File: config.mk
export PLATFORM = sky130hd
export DESIGN_NAME = cpu_seq_fsm
export DESIGN_NICKNAME = d
export VERILOG_FILES = /design/src/rtl/cpu_seq_fsm.sv
export SDC_FILE = /design/constraint.sdc
export NUM_CORES = 1
export LEC_CHECK = 0
export CAP_MARGIN = 10
export CORE_MARGIN = 2
export CORE_UTILIZATION = 48
export CTS_BUF_LIST = sky130_fd_sc_hd__clkbuf_4
export DETAILED_ROUTE_END_ITERATION = 7
export PLACE_DENSITY = 0.88
export SYNTH_ARGS = -nofsm -noshare
export SYNTH_HDL_FRONTEND = slang
export SYNTH_SLANG_ARGS = --single-unit
File: constraint.sdc
create_clock -name clk -period 2.1 [get_ports clk]
set_clock_uncertainty 0.1 [all_clocks]
set_input_delay 0.42 -clock clk [delete_from_list [all_inputs] [get_ports clk]]
set_output_delay 0.42 -clock clk [all_outputs]
set_load 0.01 [all_outputs]
File: src/rtl/cpu_seq_fsm.sv
// Purpose : Hack CPU control FSM sequencing fetch/read/write/latch over a multi-beat SPI master.
// Latency : one cycle from beat pending to spiStart_o; 4 cycles minimum per A-instruction (BEATS=1).
// Backpr. : each beat waits on spiDone_i; halt_i is taken only at the LATCH boundary.
// Option  : define CPU_FSM_TIMEOUT_EN to enable the SPI watchdog (ERROR state, sticky err_o).
module cpu_seq_fsm #(
  parameter int BEATS          = 1,
  parameter int BEAT_W         = $clog2(BEATS > 1 ? BEATS : 2),
  parameter int CNT_W          = 16,
  parameter int TIMEOUT_CYCLES = 1024
) (
  input  logic              clk,
  input  logic              resetb,
  input  logic              cab_i,
  input  logic              readMem_i,
  input  logic              latchMem_i,
  input  logic              halt_i,
  input  logic              spiDone_i,
  output logic              spiStart_o,
  output logic [BEAT_W-1:0] beat_o,
  output logic              rwb_o,
  output logic              selSPIAddress_o,
  output logic              selSPIDest_o,
  output logic              enLatch_o,
  output logic              halted_o,
  output logic              err_o,
  output logic [CNT_W-1:0]  instrCount_o,
  output logic [2:0]        state_o
);

  typedef enum logic [2:0] {
    FETCH_INSTRUCTION = 3'd0,
    FETCH_MEMORY      = 3'd1,
    SAVE_MEMORY       = 3'd2,
    LATCH             = 3'd3,
    HALTED            = 3'd4,
    ERROR             = 3'd5
  } state_t;

  localparam logic [BEAT_W-1:0] LAST_BEAT = BEAT_W'(BEATS - 1);

  state_t             state;
  state_t             next_access;
  logic [BEAT_W-1:0]  beat;
  logic               pending;      // a beat must be started next cycle
  logic               outstanding;  // a started beat awaits spiDone_i
  logic               start;
  logic [CNT_W-1:0]   count;
  logic               done_ok;
  logic               last_beat;
  logic               timeout;

  // A done only counts for a beat we actually started, and never in the start cycle itself
  assign done_ok   = spiDone_i & outstanding & ~start;
  assign last_beat = (beat == LAST_BEAT);

`ifdef CPU_FSM_TIMEOUT_EN
  localparam int WD_W = $clog2(TIMEOUT_CYCLES + 1);
  logic [WD_W-1:0] wd;

  assign timeout = outstanding & ~done_ok & (wd >= WD_W'(TIMEOUT_CYCLES));
  assign err_o   = (state == ERROR);

  // Watchdog: cycles elapsed since the last spiStart_o of the outstanding beat
  always_ff @(posedge clk or negedge resetb) begin
    if (!resetb) begin
      wd <= '0;
    end else if (start) begin
      wd <= WD_W'(1);
    end else if (outstanding && (wd < WD_W'(TIMEOUT_CYCLES))) begin
      wd <= wd + 1'b1;
    end
  end
`else
  logic unused_cfg;
  assign unused_cfg = (TIMEOUT_CYCLES > 0);
  assign timeout    = 1'b0;
  assign err_o      = 1'b0;
`endif

  // Where the final beat of the current access leads, using decode inputs of that cycle
  always_comb begin
    next_access = LATCH;
    case (state)
      FETCH_INSTRUCTION: begin
        if (cab_i && readMem_i)       next_access = FETCH_MEMORY;
        else if (cab_i && latchMem_i) next_access = SAVE_MEMORY;
        else                          next_access = LATCH;
      end
      FETCH_MEMORY: next_access = latchMem_i ? SAVE_MEMORY : LATCH;
      default:      next_access = LATCH;
    endcase
  end

  // Main sequencer: beat handshake, state transitions and retired-instruction count
  always_ff @(posedge clk or negedge resetb) begin
    if (!resetb) begin
      state       <= FETCH_INSTRUCTION;
      beat        <= '0;
      pending     <= 1'b1;
      outstanding <= 1'b0;
      start       <= 1'b0;
      count       <= '0;
    end else begin
      start <= 1'b0;
      case (state)
        FETCH_INSTRUCTION, FETCH_MEMORY, SAVE_MEMORY: begin
          if (timeout) begin
            state       <= ERROR;
            beat        <= '0;
            pending     <= 1'b0;
            outstanding <= 1'b0;
          end else if (pending) begin
            start       <= 1'b1;
            pending     <= 1'b0;
            outstanding <= 1'b1;
          end else if (done_ok) begin
            outstanding <= 1'b0;
            pending     <= 1'b1;
            if (last_beat) begin
              beat  <= '0;
              state <= next_access;
            end else begin
              beat  <= beat + 1'b1;
            end
          end
        end
        LATCH: begin
          count   <= count + 1'b1;
          pending <= 1'b1;
          state   <= halt_i ? HALTED : FETCH_INSTRUCTION;
        end
        HALTED: begin
          if (!halt_i) begin
            state   <= FETCH_INSTRUCTION;
            pending <= 1'b1;
          end
        end
        ERROR: begin
          state <= ERROR;
        end
        default: begin
          state       <= FETCH_INSTRUCTION;
          beat        <= '0;
          pending     <= 1'b1;
          outstanding <= 1'b0;
        end
      endcase
    end
  end

  // SPI steering decoded from the registered state
  always_comb begin
    rwb_o           = 1'b1;
    selSPIAddress_o = 1'b0;
    selSPIDest_o    = 1'b0;
    case (state)
      FETCH_MEMORY: begin
        selSPIAddress_o = 1'b1;
        selSPIDest_o    = 1'b1;
      end
      SAVE_MEMORY: begin
        rwb_o           = 1'b0;
        selSPIAddress_o = 1'b1;
        selSPIDest_o    = 1'b1;
      end
      default: begin
        rwb_o           = 1'b1;
        selSPIAddress_o = 1'b0;
        selSPIDest_o    = 1'b0;
      end
    endcase
  end

  assign spiStart_o   = start;
  assign beat_o       = beat;
  assign enLatch_o    = (state == LATCH);
  assign halted_o     = (state == HALTED);
  assign instrCount_o = count;
  assign state_o      = state;

endmodule

## Word level (Yosys, flattened, before mapping)

Cells that the tools add are included.

| word-level totals | value |
|---|---|
| output and inout bits | 27 |
| input port bits | 7 |
| flip-flop bits (word level) | 23 |
| logic and storage cells | 58 |

| cells by class | value |
|---|---|
| mux-type cells | 25 |
| add/subtract/negate cells | 2 |
| reductions and logical operators | 10 |
| equality and inequality tests | 10 |
| bitwise operators | 5 |

Operators with widths:

| cell | number |
|---|---|
| $add A16 B1 Y16 const B | 1 |
| $mux W3 | 5 |
| $mux W1 | 14 |
| $pmux W3 S4 | 1 |
| $ne A2 B2 Y1 const B | 4 |
| $eq A3 B2 Y1 const B | 2 |
| $eq A3 B3 Y1 const B | 2 |
| $pmux W3 S2 | 1 |
| $reduce_or A3 Y1 | 2 |
| $pmux W1 S2 | 2 |
| $reduce_and A2 Y1 | 2 |
| $reduce_and A4 Y1 | 1 |
| $eq A3 B1 Y1 const B | 1 |
| $logic_not A3 Y1 | 1 |
| $ne A3 B3 Y1 const B | 1 |
| $not A1 Y1 | 3 |
| $pmux W1 S3 | 1 |
| $reduce_and A3 Y1 | 1 |
| $and A1 B1 Y1 | 2 |
| $logic_and A1 B1 Y1 | 2 |
| $mux W2 | 1 |
| $reduce_or A2 Y1 | 1 |
| $add A1 B1 Y1 const B | 1 |

## Depth between registers and ports, before layout

| depth | value |
|---|---|
| word-level depth | 8 |
| depth in mapped cells | 6 |
| mapped depth without buffers | 4 |

## Least setup slack after synthesis

No wires, ideal clock.

| timing | value |
|---|---|
| kind | register -> output |
| start point | register state[1] (netlist: state_o[1]) |
| end point | output selSPIDest_o |
| arrival time | 1.153 ns |
| buffers on the path | 2 |
| data required time | 1.580 ns |
| path slack | 0.427 ns |
| stages on the path, launching flop included | 5 |
| cells stage by stage | dfrtp_1 -> clkbuf_1 -> xnor2_1 -> nor2_1 -> buf_4 |

| on the way | value |
|---|---|
| cells in the longest elaborated chain, start to end | 3 |
| elaborated cells between the ends (all ways) | 4 |
| those cells by class | 2 x eq/ne; 1 x mux; 1 x reduce/logical |

RTL lines:

| item | RTL line | source |
|---|---|---|
| start: declaration | 41 | `state_t state;` |
| start signal: assignment | 121 | `state <= next_access;` |
| start signal: assignment | 130 | `state <= halt_i ? HALTED : FETCH_INSTRUCTION;` |
| $eq A3 B2 Y1 / $eq A3 B1 Y1 (equally long branches) | -- |  |
| $reduce_or A2 Y1 (no source line) (*) | -- |  |
| $mux W1 (*) | -- |  |
| end: declaration | 22 | `output logic selSPIDest_o,` |

Mark *: on every way between the ends. The rest lies on a longest branch, timed or not.

## Worst setup path in the final report

| timing | value |
|---|---|
| start point | register state[0] (netlist: state_o[0]) |
| end point | output enLatch_o |

| on the way | value |
|---|---|
| cells in the longest elaborated chain, start to end | 1 |

RTL lines:

| item | RTL line | source |
|---|---|---|
| $eq A3 B2 Y1 | 176 | `assign enLatch_o = (state == LATCH);` |
| end: declaration | 23 | `output logic enLatch_o,` |

No other way between the ends.

==> results.ini <==
[clock_network]
cts_buffers=3
clk_pin_slew_ns=0.13
root_buffer=clkbuf_4
cts_tree=yes
clock_sinks=22
clk_path_buf_depth=2
htree_levels=1
clk-insertion-delay-late_ns=0.31

[synthesis]
synth_edf_count=0
synth_cell_types=34
synth_warnings=0
synth_seq_cells=22
synthTopCellsByArea=dfrtp_1 47%, xnor2_1 7.1%, xor2_1 5.5%
syn_inst=103
postSynth.asyncResetShare=1.00
synth.avg_cell_area_um2=10.8
synthFlopType=dfrtp_1
yosysSeqAreaShare=0.497
synth_area_leader_cell=dfrtp_1
syn_area_um2=1110
synth_top_area_share=0.473

[drt]
drtIter0Drc=3
wirelength_um=2450
vias_per_cell=5.39
drc=0
ant_nets=0
drt_first_pass_iters=3
wl_per_cell_um=14.7
vias=900

[place]
gp_congestion=0.831
port_buffers=31
place_hpwl_um=1780

[sta]
setup_viol=0
finalHoldViolCount=0
fmax_mhz=491
rsz0062_at_grt=no
finalCriticalPeriod_ns=2.04
hold_slack_ns=0.344
fin_tns_setup_ns=0
period_share=0.970
slew_viol_final=0

[grt]
grt_pass1_wl_um=4140
antenna_found_initial=0
grt_max_degree=23
grt_pass1_vias=927
overflow=0
grt_usage=0.209

[die]
die_height_um=52.1
io_pins=34
die_w_um=52.1
start_util=0.507
rows=17
core_area_um2=2190
die_area_um2=2720

[setup_path]
critPathMaxFanout=8
r2r-start=state_o[0]$_DFFE_PN0P_
r2r-end=instrCount_o[14]$_DFFE_PN0N_
critPathArrivalTime_ns=1.52
end_kind=output pin
r2r_slack_ns=0.39
cp.required_ns=1.58
crit_type=reg -> out
cp-start-kind=register
r2r_cells=5

[final_layout]
layout-drive-gt1-share=0.165
syn_to_final_growth_pct=37.2
finalNetCount=148
final_cell_mix=28 x clkdlybuf4s50_1, 18 x dfrtp_1, 12 x nand2_1
final_common_cell=clkdlybuf4s50_1
n_antenna_cell=0

[pwr]
power.leakage_uw=0.000716
power.density_nw_per_um2=1080
ir_worst_vdd_uv=832

[outcome]
outcome=completed

[hold_path]
hold_path.class=in -> async

[job]
cap_violations=0

flip-flops by register name, summed over array words and instances, names as in the netlist:
signal        count
pending           1
spiStart_o        1
state_o           3
outstanding       1
instrCount_o     16
worst max-delay path, cell delays in order, from the launching register on:
cell,delay [ns]
dfrtp_2,0.47
and3b_1,0.20
clkdlybuf4s50_1,0.54
synth_stat cells, drive strengths merged (2+ instances only):
cell and number:
nor3 4, clkbuf 2, nand3b 2, buf 6
xor2 7, nand2 13, nand3 3, nor2 4
and4 2, and3 2, o21ai 2, o22ai 2
xnor2 9, inv 2, nand4 5, nor4 2
dfrtp 21
how the worst max path moves through the flow:
stage,from,slack (ns),to
6_report,state_o[0]$_DFFE_PN0P_,0.06,enLatch_o
5_1_grt,state_o[2]$_DFFE_PN0P_,0.006,rwb_o
3_5_place_dp,state_o[0]$_DFFE_PN0P_,0.20,selSPIAddress_o
4_1_cts,state_o[0]$_DFFE_PN0P_,0.009,halted_o
3_3_place_gp,state_o[0]$_DFFE_PN0P_,0.26,selSPIDest_o
2_1_floorplan,state_o[1]$_DFFE_PN0P_,0.43,selSPIDest_o
final cells by class:
cell class,count,area [um^2]
fillers,165,667
well taps,28,35.0
inverters,2,7.51
multi-input cells,72,503
repair buffers,39,370
flip-flops and latches,22,556
clock inverters,1,30.0
clock buffers,3,22.5
where the power goes:
group	switching, uW	internal (uW)	total, uW	leakage, uW
Sequential	112	522	634	0.000287
Clock	127	193	320	0.0000279
Combinational	312	384	696	0.000401
cell families (layout without fill, tap and decap cells):
logic type,after synthesis,count (layout),synth area share
buffers and inverters,10,45,0.0541
adder cells (fa/ha/maj),1,1,0.0113
AO/OA/AOI/OAI,9,9,0.0529
multiplexers,2,2,0.0191
flip-flops,22,22,0.497
XOR/XNOR,16,16,0.126
AND/OR/NAND/NOR,42,42,0.236
other,1,2,0.00338
layer usage:
metal | GRT usage | share of wire | vias up
li1 | - | - | 423
met1 | 0.233 | 0.40 | 440
met2 | 0.380 | 0.53 | 31
met3 | 0.0345 | 0.051 | 6
met4 | 0.101 | 0.018 | 0
met5 | 0 | 0 | -
repair_timing:
action / CTS / global route
pin swaps: 0 / 0
buffers inserted: 4 / 0
gates cloned: 0 / 0
hold buffers: 0 / 0
gates resized for setup: 5 / 1
endpoints found under the setup margin: 5 / 1
through the flow:
step	utilization	area [um^2]	total power [uW]	cells	worst slack [ns]
6_report	0.696	1520	1650	167	0.0627
5_1_grt	0.696	1520	1730	167	0.00576
4_1_cts	0.694	1520	1650	167	0.00892
3_5_place_dp	0.656	1440	1300	159	0.203
3_3_place_gp	0.656	1440	1270	159	0.258
2_1_floorplan	-	1110	985	104	0.427
No activity file was read; power rests on OpenSTA's default activity.
